--- config.mk ---
export PLATFORM = sky130hd
export DESIGN_NAME = uart_baud_gen
export DESIGN_NICKNAME = d
export VERILOG_FILES = /design/src/rtl/uart_pkg.sv /design/src/rtl/uart_frac_div.sv /design/src/rtl/uart_baud_gen.sv
export SDC_FILE = /design/constraint.sdc
export NUM_CORES = 1
export LEC_CHECK = 0
export BUFFER_PORTS_ARGS = -buffer_cell sky130_fd_sc_hd__buf_4
export CAP_MARGIN = 10
export CORE_MARGIN = 1
export CORE_UTILIZATION = 60
export CTS_BUF_LIST = sky130_fd_sc_hd__clkbuf_4
export DETAILED_ROUTE_END_ITERATION = 8
export PLACE_DENSITY = 0.84
export SYNTH_ARGS = -nofsm -noshare
export SYNTH_HDL_FRONTEND = slang
export SYNTH_HIERARCHICAL = 1
export SYNTH_SLANG_ARGS = --single-unit
--- constraint.sdc ---
create_clock -name clk -period 4.73 [get_ports clk]
set_clock_uncertainty 0.15 [all_clocks]
set_input_delay 0.2365 -clock clk [delete_from_list [all_inputs] [get_ports clk]]
set_output_delay 0.2365 -clock clk [all_outputs]
set_load 0.05 [all_outputs]
--- src/rtl/uart_pkg.sv ---
// Shared UART constants: default generator geometry, reset divisor and
// the oversample counter width helper.
package uart_pkg;

    localparam int DEF_DIV_W        = 16;
    localparam int DEF_FRAC_W       = 4;
    localparam int DEF_OSR          = 16;
    localparam int DEF_RST_DIV_INT  = 130;  // 20 MHz / (9600 * 16) = 130.2
    localparam int DEF_RST_DIV_FRAC = 3;

    function automatic int os_cnt_w(input int osr);
        return $clog2(osr);
    endfunction

endpackage

--- src/rtl/uart_frac_div.sv ---
// Fractional clock divider: integer period counter stretched by one cycle
// whenever the fractional accumulator carries, with a pending/active divisor pair.
module uart_frac_div
    import uart_pkg::*;
#(
    parameter int DIV_W        = DEF_DIV_W,
    parameter int FRAC_W       = DEF_FRAC_W,
    parameter int RST_DIV_INT  = DEF_RST_DIV_INT,
    parameter int RST_DIV_FRAC = DEF_RST_DIV_FRAC
) (
    input  logic              clk,
    input  logic              rst,
    input  logic              en,
    input  logic              resync,
    input  logic [DIV_W-1:0]  div_int,
    input  logic [FRAC_W-1:0] div_frac,
    input  logic              div_load,
    output logic              div_pend,
    output logic              clear,
    output logic              tick
);

    logic [DIV_W-1:0]  act_int;
    logic [DIV_W-1:0]  pend_int;
    logic [DIV_W-1:0]  cnt;
    logic [FRAC_W-1:0] act_frac;
    logic [FRAC_W-1:0] pend_frac;
    logic [FRAC_W-1:0] acc;
    logic              ext;
    logic [DIV_W:0]    last;
    logic [FRAC_W:0]   acc_sum;
    logic              apply;

    // Period length is computed one bit wider so a full-scale divisor plus
    // the extension cycle cannot wrap.
    assign last    = {1'b0, act_int} + (DIV_W+1)'(ext) - (DIV_W+1)'(1);
    assign clear   = !en || resync || (act_int == '0);
    assign tick    = !clear && ({1'b0, cnt} == last);
    assign acc_sum = {1'b0, acc} + {1'b0, act_frac};
    assign apply   = (div_pend || div_load) && (tick || clear);

    always_ff @(posedge clk) begin
        if (rst) begin
            act_int  <= DIV_W'(RST_DIV_INT);
            act_frac <= FRAC_W'(RST_DIV_FRAC);
            div_pend <= 1'b0;
            cnt      <= '0;
            acc      <= '0;
            ext      <= 1'b0;
        end else begin
            if (clear) begin
                cnt <= '0;
                acc <= '0;
                ext <= 1'b0;
            end else if (tick) begin
                cnt <= '0;
                acc <= acc_sum[FRAC_W-1:0];
                ext <= acc_sum[FRAC_W];
            end else begin
                cnt <= cnt + DIV_W'(1);
            end

            // A load landing on the application edge bypasses the pending register.
            if (apply) begin
                act_int  <= div_load ? div_int  : pend_int;
                act_frac <= div_load ? div_frac : pend_frac;
                div_pend <= 1'b0;
            end else if (div_load) begin
                div_pend <= 1'b1;
            end
        end
    end

    always_ff @(posedge clk) begin
        if (div_load) begin
            pend_int  <= div_int;
            pend_frac <= div_frac;
        end
    end

endmodule

--- src/rtl/uart_baud_gen.sv ---
// UART baud generator: fractional oversample tick plus mid-bit and end-of-bit
// ticks decoded from the oversample count, restartable through resync.
module uart_baud_gen
    import uart_pkg::*;
#(
    parameter int DIV_W        = DEF_DIV_W,
    parameter int FRAC_W       = DEF_FRAC_W,
    parameter int OSR          = DEF_OSR,
    parameter int RST_DIV_INT  = DEF_RST_DIV_INT,
    parameter int RST_DIV_FRAC = DEF_RST_DIV_FRAC
) (
    input  logic              clk,
    input  logic              rst,
    input  logic              en,
    input  logic              resync,
    input  logic [DIV_W-1:0]  div_int,
    input  logic [FRAC_W-1:0] div_frac,
    input  logic              div_load,
    output logic              div_pend,
    output logic              os_tick,
    output logic              mid_tick,
    output logic              bit_tick
);

    localparam int CW = os_cnt_w(OSR);
    localparam logic [CW-1:0] MID_IDX  = CW'(OSR/2 - 1);
    localparam logic [CW-1:0] LAST_IDX = CW'(OSR - 1);

    logic [CW-1:0] os_cnt;
    logic          clear;
    logic          raw_tick;

    uart_frac_div #(
        .DIV_W        (DIV_W),
        .FRAC_W       (FRAC_W),
        .RST_DIV_INT  (RST_DIV_INT),
        .RST_DIV_FRAC (RST_DIV_FRAC)
    ) u_frac_div (
        .clk      (clk),
        .rst      (rst),
        .en       (en),
        .resync   (resync),
        .div_int  (div_int),
        .div_frac (div_frac),
        .div_load (div_load),
        .div_pend (div_pend),
        .clear    (clear),
        .tick     (raw_tick)
    );

    // Decode uses the count before this tick advances it, so the Nth tick
    // of a bit carries index N-1.
    always_ff @(posedge clk) begin
        if (rst || clear) begin
            os_cnt   <= '0;
            os_tick  <= 1'b0;
            mid_tick <= 1'b0;
            bit_tick <= 1'b0;
        end else begin
            os_tick  <= raw_tick;
            mid_tick <= raw_tick && (os_cnt == MID_IDX);
            bit_tick <= raw_tick && (os_cnt == LAST_IDX);
            if (raw_tick) begin
                os_cnt <= (os_cnt == LAST_IDX) ? '0 : os_cnt + CW'(1);
            end
        end
    end

endmodule

## Word level (Yosys, flattened, before mapping)

Index checks and enable logic that the tools add are counted.
Widths: inputs -> output; s select.

| word-level totals | value |
|---|---|
| register bits after elaboration | 69 |
| bits of input ports | 25 |

| operators by class | value |
|---|---|
| reduce and logical (&&, ||, !) cells | 15 |
| muxes and demuxes | 3 |
| equality and inequality tests | 3 |
| add/sub/neg operators | 5 |

Operators by type and width:

| kind | number |
|---|---|
| $add 16x1->17 | 1 |
| $eq 16x17->1 | 1 |
| $sub 17x1->17 const B | 1 |
| $add 16x1->16 const B | 1 |
| $logic_not 16->1 | 1 |
| $mux 16 | 1 |
| $mux 4 | 2 |
| $add 4x4->5 | 1 |
| $logic_or 1x1->1 | 5 |
| $add 4x1->4 const B | 1 |
| $eq 4x3->1 const B | 1 |
| $eq 4x4->1 const B | 1 |
| $logic_and 1x1->1 | 4 |
| $reduce_or 2->1 | 2 |
| $reduce_or 3->1 | 1 |
| $logic_not 1->1 | 2 |

## Logic depth before layout (Yosys ltp)

Gate-level depths: netlist of the first run.

| depth | value |
|---|---|
| depth after elaboration | 8 |
| depth in mapped cells | 12 |
| gate-level depth less buffers | 12 |

## Hierarchy

The synthesis of the first run kept the hierarchy.

By module, submodules not included:

| module | seq. area each (um^2) | instances | cells each | area each (um^2) |
|---|---|---|---|---|
| uart_frac_div | 1241.2 | 1 | 332 | 3095.5 |
| uart_baud_gen | 140.1 | 1 | 29 | 296.5 |

## Least setup slack after synthesis of the first run

OpenSTA, ideal clock, no wires.

| timing path | value |
|---|---|
| path kind | register to register |
| start | register u_frac_div.act_int[0] |
| end | register os_cnt[3] |
| stages on the path, launching flop included | 13 |
| arrival time | 2.920 ns |
| data required time | 4.492 ns |
| clock period less this slack | 3.158 ns |
| path buffers | 0 |
| setup slack | 1.572 ns |
| setup time | 0.088 ns |
| cells stage by stage | dfxtp_1 -> inv_1 -> ha_1 -> ha_1 -> nor3b_4 -> mux2_2 -> a311o_1 -> nor3_2 -> nand4b_1 -> nor3_1 -> and2_4 -> a31oi_1 -> nor4_2 |

| between the ends | value |
|---|---|
| longest elaborated chain between the ends | 4 |
| elaborated cells between the ends (all ways) | 8 |
| those cells by class | add/sub (2); eq/ne (1); reduce/logical (5) |

RTL lines:

| item | line | text |
|---|---|---|
| from (decl) | uart_frac_div.sv:23 | `logic [DIV_W-1:0] act_int;` |
| from (signal assigned) | uart_frac_div.sv:44 | `act_int <= DIV_W'(RST_DIV_INT);` |
| from (signal assigned) | uart_frac_div.sv:65 | `act_int <= div_load ? div_int : pend_int;` |
| $add 16x1->17 or $logic_not 16->1 (tied branches) | uart_frac_div.sv:36, uart_frac_div.sv:37 |  |
| $sub 17x1->17 or $logic_or 1x1->1 (tied branches) | uart_frac_div.sv:36, uart_frac_div.sv:37 |  |
| $eq 16x17->1 or $logic_not 1->1 (tied branches) | uart_frac_div.sv:38 | `assign tick = !clear && ({1'b0, cnt} == last);` |
| $logic_and 1x1->1 * | uart_frac_div.sv:38 |  |
| named net raw_tick | uart_baud_gen.sv:31 | `logic raw_tick;` |
| to (signal assigned) | uart_baud_gen.sv:64 | `os_cnt <= (os_cnt == LAST_IDX) ? '0 : os_cnt + CW'(1);` |
| to (decl) | uart_baud_gen.sv:29 | `logic [CW-1:0] os_cnt;` |

The timed path passes the listed nets; every way through them passes the cells marked *.
A chain may end at the register's enable or synchronous reset.

## Worst setup path in the final report of the first run

Ends and elaborated chain as after synthesis.

==> results.md, run 1 <==
* Commonest cells in the netlist: dfxtp_1 (69), nand2_1 (41), nor2_1 (39)
* Drt pass-1 iters at 4
* Yosys warns at 6
* Crit path largest cell delay at 580 ps
* Fin crit share at 76.9%
* Post-route DRC at 0
* Layout area overhead at 19.4%
* Post-Syn Area at 3390 um^2
* Register bit total from synthesis at 69
* Yosys top cell area share at 40.7%
* Req. time, crit path at around 5000 ps
* Max cap viols at 0
* Final Max Tran Viols at 0
* CP Data Arrival Time at 3840 ps
* CTS max path bufs at 2
* Non-filler instance count after layout at between 400 and 500
* Crit. End Element: flip-flop
* Peak Freq at between 200 and 300 MHz
* CTS Sinks at 69
* Slew HR at a little under two fifths
* Worst-Skew Late Latency at 430 ps
* CTS clk-pin slew, worst paths at about 120 ps
* Register-to-register setup slack at 1090 ps
* Vias in the first global route at between 2,000 and 3,000
* DRT iter0 DRCs at 144
* Count leader, synth: dfxtp_1
* H-tree Lvls at 3
* Die Width at 77.2 um
* IO buf count at 28
* Io pins at 29
* RSZ-0062 raised after global routing: no
* GP Congestion at 0.962
* TritonCTS clock tree: yes
* Final global-route overflow total at 0
* Worst min-delay path category: primary input to flip-flop
* Mapped Nets at 396
* Number of flops mapped to enable cells by yosys at 0
* Final Setup Violations at 0
* Pleak at 1.57 nW
* Largest net degree at the start of global routing at 34
* Synth top area cells: dfxtp_1 (41%), mux2_2 (7.0%), xnor2_1 (6.7%)
* Routed WL at 7250 um
* Mean routed wirelength per cell at 14.9 um
* Initial antenna violation count at 0
* TNS Setup at 0 ps
* Synth Instances at 361
* Startpoint Class: flip-flop
* Worst-Margin Slew at 948 ps
* Fin. Hold Viols at 0
* Full die area at just under 6000 um^2
* Row cnt at 27
* Worst VDD drop at 0.000317 V
* Syn avg cell area at 9.40 um^2
* Synth Flop Type: dfxtp_1
* CTS root buf: clkbuf_4
* FFs w/ async S/R, synth at 0%
* Worst Path Max Fanout at 9
* Critical path class: flip-flop to flip-flop
* Placed insts at 448
* Post-synthesis sequential area ratio at 40.7%
* Power Density at 339 nW/um^2
* GRT Overall Usage at 26.2%
* Cells along the critical path: inv_1 > ha_1 > ha_1 > nor3b_4 > mux2_2 > a311o_1 > nor3_2 > nand4b_1 > nor3_1 > and2_4 > a31oi_1 > nor4_2
* Post-DP HPWL at 4650 um
* Filler cells at between 300 and 400
* ANT nets after route at 0
* CP top delay family: simple AND/OR/NAND/NOR gates
* Critical-path top delay cell: nor3_1
* First-pass GRT wire length at about 12,000 um
* Crit path buf inv count at 1
* Vias after detailed routing at roughly 2,700
* Initial core utilization at slightly above 60%
* Post-CTS setup buffer count at 0
* Most frequent CP cell: ha_1
* Drt via density at 5.66
* Yosys top cell by area: dfxtp_1
* Crit path time final at 3640 ps
* Yosys cell types at 54
* Total Nets Final at between 400 and 500
* Core box area at 5470 um^2
* Die height at between 70 and 80 um
* Share of cells above drive strength 1 at 19.1%
* Status: finished clean
* N_diodes at 0
* TritonCTS Buffers at 9
## final timing paths
| path | start | endpoint | depth (start not counted) |
|---|---|---|---|
| setup / recovery | u_frac_div/act_int[0] | os_cnt[3] | 12 |
| hold / removal | resync | os_cnt[3] | 3 |
| setup reg to reg | u_frac_div/act_int[0] | os_cnt[3] | 12 |
| hold reg to reg | u_frac_div/pend_int[13] | u_frac_div/pend_int[13] | 1 |
## kinds of logic (layout without fill, tap and decap cells)
group / after synthesis / count (layout) / share of synthesized area, %
AOI/OAI and AO/OA: 30 / 30 / 6.42
and+or+nand+nor: 146 / 146 / 22.4
xor gates and xnor gates: 39 / 39 / 10.1
muxes: 42 / 42 / 13.2
DFF: 69 / 69 / 40.7
adders and majority gates: 10 / 10 / 3.91
buffers and inverters: 25 / 77 / 3.36
## repair_timing
action,CTS,global route
hold endpoints to repair,23,0
resized for setup,0,0
setup endpoints to repair,0,0
hold buffers,21,0
## metrics by stage
| step | util [%] | area, um^2 | setup slack, ps | total power [mW] | hold slack (ps) |
|---|---|---|---|---|---|
| after floorplan | - | 3390 | 1570 | 0.775 | 160 |
| after global placement | 66.3 | 3630 | 1340 | 0.811 | 289 |
| after detailed placement | 66.3 | 3630 | 1210 | 0.818 | 312 |
| after CTS | 74.0 | 4050 | 1130 | 1.38 | 82.8 |
| after global routing | 74.0 | 4050 | 763 | 1.43 | 105 |
| final | 74.0 | 4050 | 1090 | 1.37 | 94.8 |
## power breakdown
part | internal [mW] | switching (mW) | leakage (nW)
clock | 0.324 | 0.223 | 0.111
combinational | 0.0939 | 0.0889 | 0.891
sequential | 0.614 | 0.0284 | 0.567
## worst reg2reg max path: cells and delay by family (launching register included)
kind,cells,cell delay [ps]
adders and majority gates,2,360
and+or+nand+nor,6,1860
muxes,1,380
DFF,1,340
AOI/OAI and AO/OA,2,430
buffers and inverters,1,60
## state kept, by name, summed over array words and instances, names as in the netlist
name and cells:
u_frac_div/pend_int 16, u_frac_div/act_frac 4, bit_tick 1, u_frac_div/ext 1, u_frac_div/acc 4, u_frac_div/div_pend 1, u_frac_div/pend_frac 4, os_tick 1
u_frac_div/act_int 16, u_frac_div/cnt 16, os_cnt 4, mid_tick 1
## routing by layer
layer	part of all wire [%]	wire length (um)	global-route usage, %	vias to the layer above
met1	42	3030	27.7	1318
met3	4.1	294	7.98	25
met4	3.0	221	11.7	0
met2	51	3710	47.2	67
met5	0	0	0	-
li1	-	-	-	1336
## cells in the final DEF (no fill, tap or decap), drive strengths merged, types with 7 or more instances in the layout
cell,count
clkbuf,9
ha,9
buf,29
nor2,39
nand2,41
nor3,7
a21oi,7
inv,12
nor2b,8
xnor2,26
o21ai,7
dfxtp,69
nand3,16
mux2,21
dlygate4sd3,21
mux2i,21
xor2,13
## final cells by class
type	count	area [um^2]	area share, %
sequential	69	1380	34.1
multi-input combinational	267	1900	46.8
tap	72	90.1	2.22
clock inverter	7	146	3.61
inverter	11	41.3	1.02
clock buffer	9	67.6	1.67
timing repair buffer	50	428	10.6
Note: power is estimated with default switching activity, not from simulation.
==> inputs of run 2 (changes only) <==
==> constraint.sdc (replaced) <==
create_clock -name clk -period 3.38 [get_ports clk]
set_clock_uncertainty 0.15 [all_clocks]
set_input_delay 0.169 -clock clk [delete_from_list [all_inputs] [get_ports clk]]
set_output_delay 0.169 -clock clk [all_outputs]
set_load 0.05 [all_outputs]
==> run 2 against run 1 <==
Non-clock buffer count increased by 5. Combinational power increased by 46%. Setup slack got worse by 1000 ps. Flip-flop and latch count unchanged. Highest routed layer unchanged.
==> results.md, run 2 (synthesis results as in run 1) <==
* Row cnt at 27 (unchanged)
* IO buf count at 28 (unchanged)
* Power Density at 452 nW/um^2 (+34%)
* Mean routed wirelength per cell at 15.6 um (+4.7%)
* Hold path startpoint: resync
* CTS root buf: clkbuf_4
* CTS clk-pin slew, worst paths at 120 ps (about the same)
* CTS max path bufs at 2 (unchanged)
* Share of cells above drive strength 1 at 20.1% (+1.0 points)
* Routed WL at 7650 um (+5.5%)
* Initial antenna violation count at 0 (unchanged)
* Worst VDD drop at 0.000361 V (+14%)
* Io pins at 29 (unchanged)
* Most frequent CP cell: ha_1
* H-tree Lvls at 3 (unchanged)
* CP Data Arrival Time at 3530 ps (-310 ps)
* CP Launch Point: u_frac_div/act_int[0]
* Layout area overhead at 20.4%
* ANT nets after route at 0 (unchanged)
* Commonest non-fill, non-tap cell in the layout: dfxtp_1
* TNS Setup at 0 ps (unchanged)
* Fin. Hold Viols at 0 (unchanged)
* Most frequent cells in the layout: dfxtp_1 (69), nand2_1 (41), nor2_1 (39)
* Peak Freq at 300 MHz (+9.2%)
* Startpoint Class: flip-flop
* Vias in the first global route at 2,880 (+3.7%)
* Core box area at 5470 um^2 (unchanged)
* Pleak at 1.59 nW (+1.2%)
* Final global-route overflow total at 0 (unchanged)
* First-pass GRT wire length at 12,700 um (+5.2%)
* Vias after detailed routing at 2,801 (+2.0%)
* Area taken by flip-flops and latches at 1380 um^2 (unchanged)
* Cells along the critical path: inv_1 > ha_1 > ha_1 > nor3b_4 > buf_12 > and4_4 > or4_1 > o311a_1 > a211o_1 > nor3_2 > and2_4 > a31oi_1 > nor4_2
* Final Max Tran Viols at 0 (unchanged)
* Full die area at 5960 um^2 (unchanged)
* R2R depth at 13 (+1)
* Req. time, crit path at 3570 ps (-1360 ps)
* Hold Path Depth at 3 (unchanged)
* Die Width at 77.2 um (unchanged)
* Origin of the critical flop-to-flop path: u_frac_div/act_int[0]
* GRT Overall Usage at 27.4% (+1.3 points)
* Fin crit share at 98.6% (+22 points)
* Critical path class: flip-flop to flip-flop
* Post-route DRC at 0 (unchanged)
* Crit path largest cell delay at 420 ps (-160 ps)
* DRT iter0 DRCs at 152 (+5.6%)
* WHS Endpoint: os_cnt[2]
* Max cap viols at 0 (unchanged)
* GP Congestion at 0.952 (-1.1%)
* RR Endpoint: os_cnt[3]
* Crit. End Element: flip-flop
* Initial core utilization at 62.0% (unchanged)
* Worst min-delay path category: primary input to flip-flop
* Regs by FF count: u_frac_div/act_int (16), u_frac_div/cnt (16), u_frac_div/pend_int (16)
* Status: finished clean
* Final Util at 74.6% (+0.62 points)
* Slew HR at 65.7% (+29 points)
* Die height at 77.2 um (unchanged)
* Largest net degree at the start of global routing at 33 (-2.9%)
* Area occupied by multi-input gates at 1900 um^2 (+0.26%)
* CP top delay family: simple AND/OR/NAND/NOR gates
* Total Nets Final at 448 (+1.1%)
* Levels on crit path at 13 (+1)
* Worst-Skew Late Latency at 430 ps (about the same)
* Critical-path top delay cell: or4_1
* N_diodes at 0 (unchanged)
* Filler cells at 394 (-0.51%)
* Register-to-register setup slack at 50 ps (-1040 ps)
* Worst Path Max Fanout at 8 (-1)
* Drt via density at 5.73 (+1.2%)
* Crit path buf inv count at 2 (+1)
* Drt pass-1 iters at 5 (+1)
* Worst-Margin Slew at 509 ps (-439 ps)
* Final Setup Violations at 0 (unchanged)
* CTS Sinks at 69 (unchanged)
* TritonCTS Buffers at 9 (unchanged)
* Crit path time final at 3330 ps (-305 ps)
* Post-DP HPWL at 4830 um (+3.9%)
* TritonCTS clock tree: yes
-- run 2: cell count changes in the layout (fill, tap and decap cells not counted), sizes merged --
cell and change:
buf +5, bufinv -1, clkinv +1, inv -1
-- run 2: area by class of cell --
cell class / count / area share [%]
clock buffer: 9 / 1.65
clock inverter: 6 / 2.76
inverter: 11 / 1.01
multi-input combinational: 267 / 46.6
sequential: 69 / 33.8
tap: 72 / 2.21
timing repair buffer: 55 / 12.0
-- run 2: repair_timing --
item	4_1_cts	5_1_grt
endpoints found under the setup margin	0	6
hold buffers	21	0
resized for setup	0	1
hold endpoints to repair	36	0
setup buffers	0	1
-- run 2: worst min-delay path, delay by kind of cell --
| family | cells | cell delay [ps] |
|---|---|---|
| simple gates | 2 | 350 |
| buf+inv | 1 | 70 |
-- run 2: where the power goes --
part / internal, mW / switching, mW
clock: 0.371 / 0.308
sequential: 0.860 / 0.0412
combinational: 0.140 / 0.127
total: 1.37 / 0.477
-- run 2: layer usage --
layer,global-route usage [%],share of wire [%],vias to the layer above
li1,-,-,1341
met1,29.6,40,1346
met2,49.7,52,77
met3,5.00,4.2,37
met4,15.7,3.8,0
met5,0,0,-
-- run 2: per-stage QoR --
| step | hold slack (ps) | instance area (um^2) | instances | power, mW | setup slack (ps) |
|---|---|---|---|---|---|
| final | 53.4 | 4090 | 489 | 1.85 | 45.9 |
| after global routing | 68.6 | 4090 | 489 | 1.92 | -38.1 |
| after CTS | 31.7 | 4060 | 488 | 1.84 | 149 |
| after detailed placement | 268 | 3670 | 452 | 1.15 | 166 |
| after global placement | 266 | 3670 | 452 | 1.14 | 282 |
| after floorplan | 92.5 | 3390 | 361 | 1.08 | 222 |
-- run 2: worst max-delay path by stage --
stage / slack [ps] / to
floorplan: 220 / os_cnt[3]
global placement: 280 / os_cnt[3]
detailed placement: 170 / os_cnt[3]
CTS: 150 / os_cnt[3]
global route: -40 / os_cnt[2]
finish: 50 / os_cnt[3]
==> inputs of run 3 (changes only) <==
--- a/config.mk
+++ b/config.mk
@@ -7,6 +7,7 @@
 export LEC_CHECK = 0
 export BUFFER_PORTS_ARGS = -buffer_cell sky130_fd_sc_hd__buf_4
 export CAP_MARGIN = 10
+export CORE_ASPECT_RATIO = 1.2
 export CORE_MARGIN = 1
 export CORE_UTILIZATION = 60
 export CTS_BUF_LIST = sky130_fd_sc_hd__clkbuf_4
==> run 3 against run 2 <==
The run now ends with design-rule violations left. Clock power fell by 20%. Critical path depth rose by 1. Die area barely moved. Setup slack improved by 140 ps. Sequential power barely moved. Highest routed layer unchanged. Total power fell by 7.5%. Flip-flop and latch count did not move. Maximum frequency rose by 4.5%. Via count fell by 3.9%. Sequential share of layout area rose by 0.43 points. Cell count fell by 1.8%. Routed wire length fell by 3.3%.
==> results.md, run 3 (synthesis results as in run 1) <==
* TritonCTS clock tree: yes
* Post-DP HPWL at 4830 um (about the same)
* Non-filler instance count after layout at 480 (-1.8%)
* CP Data Arrival Time at 3400 ps (-130 ps)
* Mean routed wirelength per cell at 15.4 um (-1.5%)
* Worst-Skew Late Latency at 430 ps (about the same)
* H-tree Lvls at 3 (unchanged)
* Worst setup margin at 191 ps (+145 ps)
* Power Density at 424 nW/um^2 (-6.4%)
* Area taken by flip-flops and latches at 1380 um^2 (unchanged)
* Status: complete, but fails checks
* Startpoint Class: flip-flop
* TritonCTS Buffers at 9 (unchanged)
* Core box area at 5370 um^2 (-1.9%)
* Peak Freq at 314 MHz (+4.5%)
* Max cap viols at 0 (unchanged)
* Slew HR at 68.2% (+2.5 points)
* ANT nets after route at 0 (unchanged)
* Vias in the first global route at 2,689 (-6.6%)
* Vias after detailed routing at 2,691 (-3.9%)
* Routed WL at 7400 um (-3.3%)
* CTS Sinks at 69 (unchanged)
* CTS root buf: clkbuf_4
* GP Congestion at 0.916 (-3.8%)
* Filler cells at 362 (-8.1%)
* CTS max path bufs at 2 (unchanged)
* Pleak at 1.56 nW (-1.9%)
* Layout area overhead at 18.9%
* Row cnt at 29 (+7.4%)
* Worst min-delay path category: primary input to flip-flop
* Die height at 84.4 um (+9.3%)
* Io pins at 29 (unchanged)
* Full die area at 5960 um^2 (about the same)
* Largest net degree at the start of global routing at 33 (unchanged)
* Drt via density at 5.61 (-2.1%)
* Final Util at 75.1% (+0.47 points)
* RSZ-0062 raised after global routing: no
* CTS clk-pin slew, worst paths at 120 ps (about the same)
* Hold path startpoint: resync
* Share of cells above drive strength 1 at 20.1% (-0.048 points)
* Placed insts at 442 (-2.2%)
* Fin. Hold Viols at 0 (unchanged)
* Commonest non-fill, non-tap cell in the layout: dfxtp_1
* Worst-Margin Slew at 472 ps (-36.9 ps)
* WHS Endpoint: os_cnt[3]
* Regs by FF count: u_frac_div/act_int (16), u_frac_div/cnt (16), u_frac_div/pend_int (16)
* Origin of the critical flop-to-flop path: u_frac_div/act_int[0]
* Failing checks: design-rule violations
* Crit path time final at 3190 ps (-145 ps)
* Drt pass-1 iters at 6 (+1)
* TNS Setup at 0 ps (unchanged)
* Hold Path Depth at 3 (unchanged)
* Die Width at 70.6 um (-8.5%)
* N_diodes at 0 (unchanged)
* Most frequent cells in the layout: dfxtp_1 (69), nand2_1 (41), nor2_1 (39)
* Final global-route overflow total at 0 (unchanged)
* Final Setup Violations at 0 (unchanged)
* R2R depth at 14 (+1)
* Area occupied by multi-input gates at 1900 um^2 (unchanged)
* Req. time, crit path at 3590 ps (+20 ps)
* First-pass GRT wire length at 12,100 um (-5.2%)
* Worst Path Max Fanout at 8 (unchanged)
* Dpl ws at 167 ps (+1.35 ps)
* Worst VDD drop at 0.000482 V (+34%)
* IO buf count at 28 (unchanged)
* RR Endpoint: os_cnt[2]
* Post-route DRC at 4 (+4)
* Register-to-register setup slack at 190 ps (+140 ps)
* DRT iter0 DRCs at 92 (-39%)
* Final Max Tran Viols at 0 (unchanged)
* GRT Overall Usage at 26.3% (-1.2 points)
* Critical path class: flip-flop to flip-flop
* Total Nets Final at 448 (unchanged)
* Crit. End Element: flip-flop
* Initial core utilization at 63.2% (+1.2 points)
* Fin crit share at 94.4% (-4.3 points)
* Initial antenna violation count at 0 (unchanged)
run 3: what timing repair did:
| action | CTS | global route |
|---|---|---|
| endpoints found under the hold margin | 34 | 0 |
| resized for setup | 0 | 1 |
| buffers inserted | 0 | 1 |
| hold buffers | 21 | 0 |
| endpoints found under the setup margin | 0 | 3 |
run 3: stage by stage:
stage	area [um^2]	power (mW)	hold slack, ps
2_1_floorplan	3390	1.08	92.5
3_3_place_gp	3660	1.14	266
3_5_place_dp	3660	1.15	268
4_1_cts	4010	1.70	46.6
5_1_grt	4030	1.78	48.7
6_report	4030	1.71	65.1
run 3: layout make-up:
cell class	instances	area share [%]
inverters	11	1.02
repair buffers	55	12.2
clock buffers	9	1.67
well taps	62	1.92
multi-input cells	267	47.1
clock inverters	7	1.83
flip-flops and latches	69	34.2
run 3: power breakdown:
group	internal, mW	total, mW	switching, mW
clock	0.226	0.542	0.316
combinational	0.140	0.267	0.127
sequential	0.860	0.900	0.0402
total	1.23	1.71	0.483
run 3: worst max path at each step:
stage                                      from   endpoint  slack (ps)  cells after the start
after floorplan           u_frac_div/act_int[0]  os_cnt[3]         220                     12
after global placement    u_frac_div/act_int[0]  os_cnt[3]         270                     12
after detailed placement  u_frac_div/act_int[0]  os_cnt[3]         170                     12
after CTS                 u_frac_div/act_int[0]  os_cnt[3]         140                     12
after global routing      u_frac_div/act_int[0]  os_cnt[3]        0.09                     13
final                     u_frac_div/act_int[0]  os_cnt[2]         190                     14
run 3: routing by layer:
layer	GRT usage, %	part of all wire, %	vias up
li1	-	-	1347
met1	29.2	41	1275
met2	47.0	53	55
met3	7.92	4.3	14
met4	9.82	1.8	0
met5	0	0	-
run 3: worst max-delay path, stage by stage (launching register included):
cell and delay [ps]:
dfxtp_1 370, inv_1 60, ha_1 220, ha_1 220
nor3b_4 180, buf_12 150, and4_4 180, or4_1 390
o311a_1 160, a211o_1 350, nor3_2 210, buf_4 170
nand2_1 60, xor2_1 140, nor3_1 110
